### src/rtl/pipeline_stage_register.sv
// Reusable handshaked pipeline register with flush and optional skid entry.
// Bubbles are written into the registers, so the outputs never pass through a mux.
module pipeline_stage_register #(
  parameter int DATA_WIDTH = 128,
  parameter int CTRL_WIDTH = 16,
  parameter logic [CTRL_WIDTH-1:0] CTRL_BUBBLE = '0,
  parameter bit SKID = 1'b1
) (
  input  logic                  clock,
  input  logic                  reset,
  input  logic                  flush,
  input  logic                  inValid,
  output logic                  inReady,
  input  logic [DATA_WIDTH-1:0] inData,
  input  logic [CTRL_WIDTH-1:0] inCtrl,
  output logic                  outValid,
  input  logic                  outReady,
  output logic [DATA_WIDTH-1:0] outData,
  output logic [CTRL_WIDTH-1:0] outCtrl,
  output logic [1:0]            occupancy
);

  typedef enum logic [1:0] {
    S_EMPTY = 2'd0,
    S_ONE   = 2'd1,
    S_TWO   = 2'd2
  } state_t;

  state_t r_state;
  state_t w_state_nxt;

  logic [DATA_WIDTH-1:0] r_main_data;
  logic [CTRL_WIDTH-1:0] r_main_ctrl;
  logic [DATA_WIDTH-1:0] r_skid_data;
  logic [CTRL_WIDTH-1:0] r_skid_ctrl;

  logic w_acc;
  logic w_rel;
  logic w_main_ld_in;
  logic w_main_ld_skid;
  logic w_main_clr;
  logic w_skid_ld;
  logic w_skid_clr;

  // Skid mode decodes readiness from registered state only.
  always_comb begin
    if (SKID) begin
      inReady = (r_state != S_TWO);
    end else begin
      inReady = (r_state == S_EMPTY) || outReady;
    end
  end

  assign outValid = (r_state != S_EMPTY);
  assign outData  = r_main_data;
  assign outCtrl  = r_main_ctrl;
  assign w_acc    = inValid && inReady;
  assign w_rel    = outValid && outReady;

  always_comb begin
    occupancy = 2'd0;
    unique case (r_state)
      S_EMPTY: occupancy = 2'd0;
      S_ONE:   occupancy = 2'd1;
      S_TWO:   occupancy = 2'd2;
      default: occupancy = 2'd0;
    endcase
  end

  always_comb begin
    w_state_nxt    = r_state;
    w_main_ld_in   = 1'b0;
    w_main_ld_skid = 1'b0;
    w_main_clr     = 1'b0;
    w_skid_ld      = 1'b0;
    w_skid_clr     = 1'b0;
    if (flush) begin
      w_state_nxt = S_EMPTY;
      w_main_clr  = 1'b1;
      w_skid_clr  = 1'b1;
    end else begin
      unique case (r_state)
        S_EMPTY: begin
          if (w_acc) begin
            w_main_ld_in = 1'b1;
            w_state_nxt  = S_ONE;
          end
        end
        S_ONE: begin
          if (w_acc && w_rel) begin
            w_main_ld_in = 1'b1;
          end else if (w_acc && SKID) begin
            w_skid_ld   = 1'b1;
            w_state_nxt = S_TWO;
          end else if (w_rel) begin
            w_main_clr  = 1'b1;
            w_state_nxt = S_EMPTY;
          end
        end
        S_TWO: begin
          if (w_rel) begin
            w_main_ld_skid = 1'b1;
            w_skid_clr     = 1'b1;
            w_state_nxt    = S_ONE;
          end
        end
        default: begin
          w_state_nxt = S_EMPTY;
          w_main_clr  = 1'b1;
          w_skid_clr  = 1'b1;
        end
      endcase
    end
  end

  always_ff @(posedge clock) begin
    if (reset) begin
      r_state     <= S_EMPTY;
      r_main_data <= '0;
      r_main_ctrl <= CTRL_BUBBLE;
      r_skid_data <= '0;
      r_skid_ctrl <= CTRL_BUBBLE;
    end else begin
      r_state <= w_state_nxt;
      if (w_main_clr) begin
        r_main_data <= '0;
        r_main_ctrl <= CTRL_BUBBLE;
      end else if (w_main_ld_in) begin
        r_main_data <= inData;
        r_main_ctrl <= inCtrl;
      end else if (w_main_ld_skid) begin
        r_main_data <= r_skid_data;
        r_main_ctrl <= r_skid_ctrl;
      end
      if (w_skid_clr) begin
        r_skid_data <= '0;
        r_skid_ctrl <= CTRL_BUBBLE;
      end else if (w_skid_ld) begin
        r_skid_data <= inData;
        r_skid_ctrl <= inCtrl;
      end
    end
  end

endmodule

### config.mk
export PLATFORM = sky130hd
export DESIGN_NAME = pipeline_stage_register
export DESIGN_NICKNAME = d
export VERILOG_FILES = /design/src/rtl/pipeline_stage_register.sv
export SDC_FILE = /design/constraint.sdc
export NUM_CORES = 1
export LEC_CHECK = 0
export BUFFER_PORTS_ARGS = -buffer_cell sky130_fd_sc_hd__buf_2
export CAP_MARGIN = 20
export CORE_MARGIN = 4
export CORE_UTILIZATION = 42
export CTS_CLUSTER_SIZE = 25
export DETAILED_ROUTE_END_ITERATION = 10
export PLACE_DENSITY = 0.69
export REMOVE_ABC_BUFFERS = 1
export SLEW_MARGIN = 30
export SYNTH_ARGS = -nofsm -noshare
export SYNTH_HDL_FRONTEND = slang
export SYNTH_SLANG_ARGS = --single-unit
### constraint.sdc
create_clock -name clock -period 1.8 [get_ports clock]
set_clock_uncertainty 0.1 [all_clocks]
set_input_delay 0.36 -clock clock [delete_from_list [all_inputs] [get_ports clock]]
set_output_delay 0.36 -clock clock [all_outputs]
set_load 0.005 [all_outputs]
# Word-level counts from Yosys, hierarchy flattened
# Index checks and enable logic that the tools add are counted.
# classes
eq_ne	7
mux	27
reduce_logical	12
# ops
op	n
2-to-1 mux 128 bit	2
2-to-1 mux 16 bit	2
2-to-1 mux 1 bit	13
2-to-1 mux 2 bit	5
OR reduction 2 bit	5
!= test 2 bit (second input constant)	4
one-hot mux 1 bit (2 select lines)	3
one-hot mux 2 bit (3 select lines)	1
one-hot mux 2 bit (2 select lines)	1
AND reduction 4 bit	1
nonzero test 2 bit	2
logical AND 1 bit	3
!= test 3 bit (second input constant)	1
== test 2 x 1 -> 1 bit (second input constant)	1
== test 2 bit (second input constant)	1
zero test 2 bit	1
# totals
reg_bits	290
inputBits	149
output_inout_bits	148
elab_cells	51

# Depth between registers and ports, before layout
# Gate-level depths: netlist (run 1).
# depth
word_depth	8
mapped_depth	8
mapped_depth_nobuf	4

# Least setup slack after synthesis (run 1)
# Ideal clock, no wire load.
# synth_timing
path_type	register to register
start	register r_state[1]
end	register r_skid_data[100]
arrival_ns	1.501
t_required_ns	1.568
slack_ns	0.067
stages_incl_launch_ff	9
path_buffers	4
period_less_slack_ns	1.733
cell_sequence	dfxtp_1 nand2b_1 buf_2 or3_1 buf_2 buf_4 buf_4 nand2_1 a21oi_1
# synth_via
elab_chain_cells	6
word_cells_on_any_way	17
classes_between	eq/ne (3); mux (7); reduce/logical (7)
# synth_lines
element	line	text
from (decl)	29	state_t r_state;
from (signal assigned)	124	r_state <= w_state_nxt;
nonzero test 2 bit or != test 2 bit (tied branches)	54, 48	
logical AND 1 bit, on equally long branches	58, 57	
2-to-1 mux 1 bit, or another cell as far along	101	if (w_rel) begin
one-hot mux 1 bit (2 select lines) or 2-to-1 mux 1 bit (tied branches)	82, 90	
2-to-1 mux 1 bit, on equally long branches	77, 82	
OR reduction 2 bit (no line) or 2-to-1 mux 1 bit (tied branches)	-	
to (signal assigned)	139	r_skid_data <= inData;
to (decl)	34	logic [DATA_WIDTH-1:0] r_skid_data;
# Parallel ways exist; a longest one is shown, timed or not.
# A chain may end at the register's enable or synchronous reset.

# Worst setup path after layout (run 1)
# layout_timing
start	register r_state[0]
end	register r_main_data[46], in the netlist outData[46]
# layout_via
elab_chain_cells	8
word_cells_on_any_way	23
classes_between	eq/ne (3); mux (12); reduce/logical (8)
# layout_lines
element	line	text
nonzero test 2 bit	54	assign outValid = (r_state != S_EMPTY);
logical AND 1 bit	58	assign w_rel = outValid && outReady;
2-to-1 mux 1 bit	95, 101	
2-to-1 mux 1 bit	92	end else if (w_acc && SKID) begin
2-to-1 mux 1 bit	90	if (w_acc && w_rel) begin
one-hot mux 1 bit (2 select lines)	82	unique case (r_state)
2-to-1 mux 1 bit	77	if (flush) begin
OR reduction 2 bit (no line)	-	
to (signal assigned)	129	r_main_data <= inData;
to (signal assigned)	132	r_main_data <= r_skid_data;
to (decl)	32	logic [DATA_WIDTH-1:0] r_main_data;
# Parallel ways exist; a longest one is shown, timed or not.

==> results_dict.tcl, run 1 <==
set metrics [dict create \
    die_w_um 169 \
    grt_setup_unrepaired "true" \
    die_h_um 169 \
    crit_path_end_kind "register" \
    setup_viol 31 \
    critical-path-top-delay-family "buffers and inverters" \
    sw_frac_of_total 0.226 \
    grt_pass1_vias 10039 \
    worst_path_max_delay_cell "dfxtp_2" \
    p_sw_uw 3230 \
    r2r_setup_slack_ns -0.09 \
    clkLatencyLatePin_ns 0.54 \
    p_leak_uw 0.00665 \
    h-tree-depth 1 \
    grt_usage 0.213 \
    r2r_start "r_state[0]" \
    start_util 0.430 \
    row_count 58 \
    yosysWarnings 0 \
    synth_edf_count 0 \
    drt_pre_antenna_iters 5 \
    p_per_area_mw_per_mm2 885 \
    pwr-share-comb 0.101 \
    fin_crit_sh 1.05 \
    grt_pass1_wl_um 51800 \
    ioPinCount 297 \
    drive_gt1_frac 0.290 \
    reg2regPathDepth 8 \
    ys_seq_area_frac 0.531 \
    worstSetupPathType "register to register" \
    ir_worst_vdd_uv 672 \
    relSlewSlack 0.512 \
    vias 10206 \
    cap_violations 0 \
    cts_tree "yes" \
    holdPathStages 4 \
    post_synth.cell_area_avg_um2 9.68 \
    layout_common_cells "buf_2 (294), nand2_1 (289), dfxtp_1 (288)" \
    critical_path_buf_inv_count 4 \
    worstMarginPinSlew_ns 0.732 \
    internal_power_uw 11100 \
    final_hold_viol_count 0 \
    design.die.area_mm2 0.0287 \
    detail-route-antenna-nets 0 \
    fin_nets 1741 \
    via_per_inst 5.25 \
    path_cells "buf_6 -> and2b_2 -> nor2_4 -> buf_12 -> buf_12 -> buf_12 -> mux2i_1 -> o2bb2ai_1" \
    clock-sinks 290 \
    drtIter0Drc 638 \
    r2r-end "outData[46]" \
    ys.flop_type "dfxtp_1" \
    crit_cells 8 \
    grt_max_degree 145 \
    drv_slew 0 \
    status "finished, violations left" \
    worst_slack_ns -0.0882 \
    area_growth_pct 48.1 \
    worst_hold_slack_ns 0.188 \
    ys_ff_latch 290 \
    synth_cells 1129 \
    critPathMaxStageDelay_ns 0.33 \
    worstPathArrival_ns 2.21 \
    async_flop_share 0 \
    core_mm2 0.0254 \
    synth_cell_types 24 \
    critPathLaunch "r_state[0]" \
    hpwl_um 19300 \
    portBuffers 296 \
    wire_per_inst_um 17.5 \
    stdcell_count 1943 \
    violations "setup timing" \
    crit_end "outData[46]" \
    post-route-min-period_ns 1.89 \
    path_max_fanout 9 \
    antenna_found_initial 1 \
    fmax_mhz 530 \
    hold_path.class "primary input to register" \
    grt.overflow.total 0 \
    drc 0 \
    cts_made_buffers 31 \
    gp_congestion 0.751 \
    cp.required_ns 2.12 \
    cts.path.max_buffers 3 \
    wl_um 33900 \
    syn_area_mm2 0.0109 \
    final_common_cell "buf_2" \
    ctsRootBufferMaster "clkbuf_16" \
    startpoint_type "register" \
    numPlacedInstances 1724 \
    clkTransAtPathRegs_ns 0.06 \
    pwr-share-seq 0.457 \
    crit_top_cell "buf_12" \
    pwr-share-clk 0.442 \
]
power groups by stage:
| stage | Clock [uW] | Sequential [uW] | Combinational (uW) |
|---|---|---|---|
| 6_report | 6330 | 6550 | 1450 |
| 4_1_cts | 6430 | 6540 | 1320 |
| 3_5_place_dp | 0 | 6680 | 1060 |
| 5_1_grt | 6730 | 6550 | 1540 |
| 2_1_floorplan | 0 | 6680 | 506 |
| 3_3_place_gp | 0 | 6680 | 1050 |
area by class of cell:
cell class / instances / area, um2
Sequential cell: 290 / 5810
Antenna cell: 1 / 2.50
Multi-Input combinational cell: 744 / 4910
Timing Repair Buffer: 523 / 4030
Inverter: 2 / 10.0
Tap cell: 330 / 413
Clock buffer: 45 / 888
Clock inverter: 8 / 121
Fill cell: 1973 / 9220
repair_timing:
item / 4_1_cts / 5_1_grt
cloned: 0 / 6
resized for setup: 6 / 48
setup buffers: 3 / 9
pin swaps: 1 / 4
hold endpoints to repair: 212 / 1
hold buffers: 146 / 2
endpoints found under the setup margin: 3 / 142
metrics by stage:
step                 util  TNS [ns]  power (uW)  worst slack (ns)  cell area [um2]
CTS                 0.617  -0.00325       14300          -0.00325            15700
detailed placement  0.518     -2.37        7740           -0.0734            13200
floorplan               -   -988.87        7190             -5.09            10500
finish              0.637    -0.475       14300           -0.0882            16200
global route        0.637     -5.92       14800           -0.0964            16200
global placement    0.518     -1.07        7730           -0.0520            13200
registers in the layout, indices dropped and copies added (netlist names):
register and cells:
outData 128, r_skid_ctrl 16, outCtrl 16, r_skid_data 128, r_state 2
worst min-delay path by stage:
stage	from	endpoint	slack, ns
2_1_floorplan	r_skid_ctrl[0]	r_skid_ctrl[0]	0.34
3_3_place_gp	outData[108]	outData[108]	0.34
3_5_place_dp	outData[110]	outData[110]	0.34
4_1_cts	inValid	r_state[0]	0.16
5_1_grt	inValid	r_state[0]	0.22
6_report	inValid	r_state[0]	0.19
layer usage:
layer	wire length, um	track usage
met3	2260	0.0422
met4	1050	0.0686
met5	0	0
met2	16500	0.360
met1	14100	0.276
cells by family after synthesis:
family,after synthesis,share of synthesized area
AND/OR/NAND/NOR,306,0.110
AO/OA/AOI/OAI,293,0.184
buffers and inverters,95,0.0420
flip-flops,290,0.531
multiplexers,145,0.133
synthesized netlist by cell type, types with 2 or more instances:
master       n  share of area
a21oi_1    146          0.067
buf_2       40          0.018
buf_4       14         0.0096
clkbuf_1    39          0.013
dfxtp_1    290           0.53
inv_1        2        0.00069
mux2i_1    145           0.13
nand2_1    290           0.10
nand2b_1     3         0.0017
nor2_1       3         0.0010
o2bb2ai_1  144           0.12
worst reg2reg max path, delay by kind of cell (launching register included):
kind            cells  cell delay [ns]
mux                 1             0.30
flops               1             0.33
compound gates      1             0.12
simple gates        2             0.37
buf+inv             4             0.55
Power figures use the tool's default switching activity.
==> run 2, diff against run 1 <==
==> constraint.sdc (replaced) <==
create_clock -name clock -period 1.8 [get_ports clock]
set_clock_uncertainty 0.1 [all_clocks]
set_input_delay 0.18 -clock clock [delete_from_list [all_inputs] [get_ports clock]]
set_output_delay 0.18 -clock clock [all_outputs]
set_load 0.005 [all_outputs]
==> results_dict.tcl, run 2 (synthesis results as in run 1) <==
set metrics [dict create \
    status "finished, violations left" \
    violations "setup timing" \
    multi_input_area_mm2 0.00471 \
    fmax_mhz 553 \
    cts.path.max_buffers 3 \
    cap_violations 0 \
    clkLatencyLatePin_ns 0.54 \
    die_h_um 169 \
    clkTransAtPathRegs_ns 0.06 \
    setup_viol 1 \
    grt_pass1_wl_um 51400 \
    worst_slack_ns -0.00964 \
    vias 9932 \
    wl_um 32100 \
    relSlewSlack 0.728 \
    grt_pass1_vias 9896 \
    area_growth_pct 43.2 \
    die_w_um 169 \
    worstSetupPathType "primary input to register" \
    startpoint_type "primary input" \
    drt_pre_antenna_iters 5 \
    cts_made_buffers 31 \
    grt_setup_unrepaired "true" \
    grt_usage 0.212 \
    drc 0 \
    hold_path.class "primary input to register" \
    worst_path_max_delay_cell "dlygate4sd3_1" \
    fin_crit_sh 1.01 \
    row_count 58 \
    path_max_fanout 12 \
    fin_nets 1712 \
    final_hold_viol_count 0 \
    utilization 0.616 \
    detailed_place.area_mm2 0.0131 \
    drtIter0Drc 617 \
    design.die.area_mm2 0.0287 \
    drv_slew 0 \
    grt_max_degree 78 \
    register_area_mm2 0.00581 \
    p_per_area_mw_per_mm2 902 \
    layout_common_cells "buf_2 (295), nand2_1 (289), dfxtp_1 (289)" \
    detail-route-antenna-nets 0 \
    worstPathArrival_ns 2.12 \
    post-route-min-period_ns 1.81 \
    ir_worst_vdd_uv 674 \
    antenna_found_initial 0 \
    start_util 0.430 \
    p_leak_uw 0.00643 \
    drive_gt1_frac 0.259 \
    nFillCells 2006 \
    cp.required_ns 2.11 \
    final_common_cell "buf_2" \
    portBuffers 296 \
    via_per_inst 5.19 \
    cts_tree "yes" \
    crit_path_end_kind "register" \
    ctsRootBufferMaster "clkbuf_16" \
    h-tree-depth 1 \
    clock-sinks 290 \
    path_cells "dlygate4sd3_1 -> buf_4 -> and2b_2 -> nor2_4 -> buf_12 -> buf_12 -> mux2i_1 -> o2bb2ai_1" \
    crit_top_cell "buf_12" \
    reg2regPathDepth 6 \
    ioPinCount 297 \
    wire_per_inst_um 16.7 \
    core_mm2 0.0254 \
    critPathMaxStageDelay_ns 0.54 \
    finalPower_uw 14100 \
    grt.overflow.total 0 \
    hpwl_um 18800 \
    finalInstanceArea_mm2 0.0156 \
    holdPathStages 5 \
    worstMarginPinSlew_ns 0.408 \
    n_antenna_cell 0 \
    dp_slack_ns 0.0405 \
    gp_congestion 0.775 \
]
run 2: cell types whose count changed in the layout (fill, tap and decap cells not counted), moves of 7 or more:
cell and change:
buf_4 -19, buf_6 -7, mux2i_1 +11, mux2i_2 -10, o2bb2ai_1 +21, o2bb2ai_2 -20
run 2: critical path, delay by kind of cell:
| family | cells | cell delay, ns |
|---|---|---|
| buffers and inverters | 4 | 1.04 |
| and+or+nand+nor | 2 | 0.46 |
| muxes | 1 | 0.31 |
| AOI/OAI and AO/OA | 1 | 0.10 |
run 2: where the power goes:
group	total [uW]	leakage [uW]	switching, uW	internal (uW)
combinational	1340	0.00358	622	715
sequential	6550	0.00234	49.3	6500
clock	6230	0.000506	2510	3720
total	14100	0.00643	3180	10900
run 2: final cells by class:
type | instances | area share
Clock buffer | 45 | 0.0600
Clock inverter | 10 | 0.00512
Inverter | 2 | 0.000480
Multi-Input combinational cell | 744 | 0.301
Sequential cell | 290 | 0.371
Tap cell | 330 | 0.0264
Timing Repair Buffer | 494 | 0.236
run 2: per-stage QoR:
step | std cells | TNS [ns] | hold WS (ns)
2_1_floorplan | 1036 | -988.87 | 0.156
6_report | 1915 | -0.00964 | 0.0410
5_1_grt | 1915 | -0.0541 | 0.0606
3_5_place_dp | 1707 | 0 | 0.286
4_1_cts | 1910 | 0 | 0.0414
3_3_place_gp | 1707 | 0 | 0.281
run 2: worst paths after layout:
path	to	slack, ns	from
setup reg to reg	outData[79]	0	r_state[0]
setup / recovery	outData[79]	-0.01	outReady
hold reg to reg	r_skid_data[14]	0.35	r_skid_data[14]
hold / removal	r_skid_data[0]	0.04	flush
run 2: what timing repair did:
| item | CTS | global route |
|---|---|---|
| endpoints found under the hold margin | 290 | 0 |
| hold buffers | 148 | 0 |
| pin swaps | 0 | 1 |
| resized for setup | 1 | 8 |
| buffers inserted | 1 | 5 |
| setup endpoints to repair | 1 | 56 |
run 2: metal layers:
metal | up-vias | global-route usage | part of all wire
met2 | 350 | 0.364 | 0.49
li1 | 4811 | - | -
met1 | 4703 | 0.278 | 0.42
met4 | 0 | 0.0571 | 0.026
met5 | - | 0 | 0
met3 | 68 | 0.0359 | 0.062
==> run 3, diff against run 2 <==
--- a/config.mk
+++ b/config.mk
@@ -11,7 +11,7 @@
 export CORE_UTILIZATION = 42
 export CTS_CLUSTER_SIZE = 25
 export DETAILED_ROUTE_END_ITERATION = 10
-export PLACE_DENSITY = 0.69
+export PLACE_DENSITY = 0.71
 export REMOVE_ABC_BUFFERS = 1
 export SLEW_MARGIN = 30
 export SYNTH_ARGS = -nofsm -noshare
==> results_dict.tcl, run 3 (synthesis results as in run 1) <==
set metrics [dict create \
    start_util 0.430 \
    n_antenna_cell 0 \
    status "finished, violations left" \
    numPlacedInstances 1712 \
    fmax_mhz 551 \
    core_mm2 0.0254 \
    startpoint_type "register" \
    worst_slack_ns -0.0153 \
    row_count 58 \
    worstMarginPinSlew_ns 0.851 \
    vias 10308 \
    portBuffers 296 \
    wire_per_inst_um 18.6 \
    cp.required_ns 2.08 \
    fin_crit_sh 1.01 \
    grt.overflow.total 0 \
    grt_usage 0.210 \
    final_hold_viol_count 0 \
    p_leak_uw 0.00665 \
    worstPathArrival_ns 2.09 \
    drc 0 \
    wl_met3_um 2380 \
    register_area_mm2 0.00581 \
    dr_wl_met2_um 17700 \
    utilization 0.632 \
    worstHoldStart "flush" \
    setup_viol 1 \
    drtIter0Drc 732 \
    drt_pre_antenna_iters 5 \
    p_per_area_mw_per_mm2 882 \
    final_common_cell "buf_2" \
    path_max_fanout 144 \
    multi_input_area_mm2 0.00477 \
    violations "setup timing" \
    ir_worst_vdd_uv 899 \
    relSlewSlack 0.432 \
    clkLatencyLatePin_ns 0.54 \
    grt_pass1_vias 9832 \
    holdPathStages 4 \
    hold_path.class "primary input to register" \
    r2r_start "r_state[0]" \
    grt_max_degree 145 \
    reg2regPathDepth 5 \
    worst_hold_slack_ns 0.158 \
    drive_gt1_frac 0.276 \
    crit_path_end_kind "register" \
    cap_violations 0 \
    ctsRootBufferMaster "clkbuf_16" \
    h-tree-depth 1 \
    area_growth_pct 46.8 \
    design.die.area_mm2 0.0287 \
    die_w_um 169 \
    post-route-min-period_ns 1.82 \
    die_h_um 169 \
    via_per_inst 5.29 \
    clkTransAtPathRegs_ns 0.06 \
    r2r_setup_slack_ns -0.02 \
    fin_nets 1746 \
    hpwl_um 18900 \
    antenna_found_initial 0 \
    cts.path.max_buffers 3 \
    stdcell_count 1947 \
    gp_congestion 0.801 \
    nFillCells 1980 \
    grt_setup_unrepaired "true" \
    layout_common_cells "buf_2 (296), dfxtp_1 (289), nand2_1 (277)" \
    worstSetupPathType "register to register" \
    cts_tree "yes" \
    ioPinCount 297 \
    drv_slew 0 \
    cts_made_buffers 30 \
    holdPathEnd "r_state[0]" \
    detail-route-antenna-nets 0 \
    wl_um 36100 \
    wl_met1_um 15000 \
    grt_pass1_wl_um 51100 \
    top_layer_used "met4" \
    clock-sinks 290 \
    r2r-end "r_skid_data[95]" \
]
run 3: cell types whose count changed in the layout (fill, tap and decap cells not counted), sizes merged:
cell and delta:
inv +1, buf +21, clkinv -3, or3 +3
clkinvlp -2, clkbuf +10, bufinv +2
run 3: final cells by class:
type | count | area share
Tap cell | 330 | 0.0257
Sequential cell | 290 | 0.362
Clock buffer | 44 | 0.0533
Clock inverter | 8 | 0.00741
Timing Repair Buffer | 526 | 0.254
Multi-Input combinational cell | 747 | 0.298
Inverter | 2 | 0.000468
run 3: report_power, final:
part           internal, uW  switching (uW)  leakage, uW
clock                  3690            2520     0.000478
combinational           735             662      0.00383
sequential             6500            47.2      0.00234
total                 10900            3230      0.00665
run 3: what timing repair did:
| item | 4_1_cts | 5_1_grt |
|---|---|---|
| endpoints found under the hold margin | 290 | 0 |
| hold buffers | 148 | 0 |
| resized for setup | 0 | 29 |
| endpoints found under the setup margin | 0 | 146 |
| buffers inserted | 0 | 10 |
run 3: routing by layer:
layer / up-vias / track usage
li1: 4888 / -
met1: 4942 / 0.273
met2: 403 / 0.351
met3: 75 / 0.0436
met4: 0 / 0.0679
met5: - / 0
run 3: how the worst max path moves through the flow:
| stage | start | end | cells past startpoint |
|---|---|---|---|
| floorplan | r_state[1] | outCtrl[0] | 4 |
| global placement | outReady | outData[13] | 7 |
| detailed placement | outReady | outCtrl[1] | 7 |
| CTS | outReady | outData[6] | 8 |
| global route | r_state[1] | r_skid_data[34] | 6 |
| finish | r_state[0] | r_skid_data[95] | 5 |
run 3: critical path, cell delays in order (launching register included):
cell and delay, ns:
dfxtp_1 0.34, buf_4 0.17, o21ai_1 0.12, nand2_4 0.11, buf_12 0.42, a21oi_1 0.15
run 3: through the flow:
stage          instance area [um2]  setup slack, ns  power, uW  setup TNS [ns]
6_report                     16000          -0.0153      14200         -0.0153
5_1_grt                      16000          -0.0187      14600          -0.121
4_1_cts                      15400           0.0321      14100               0
3_5_place_dp                 13000           0.0318       7700               0
3_3_place_gp                 13000           0.0760       7690               0
2_1_floorplan                10500            -5.09       7190         -988.87
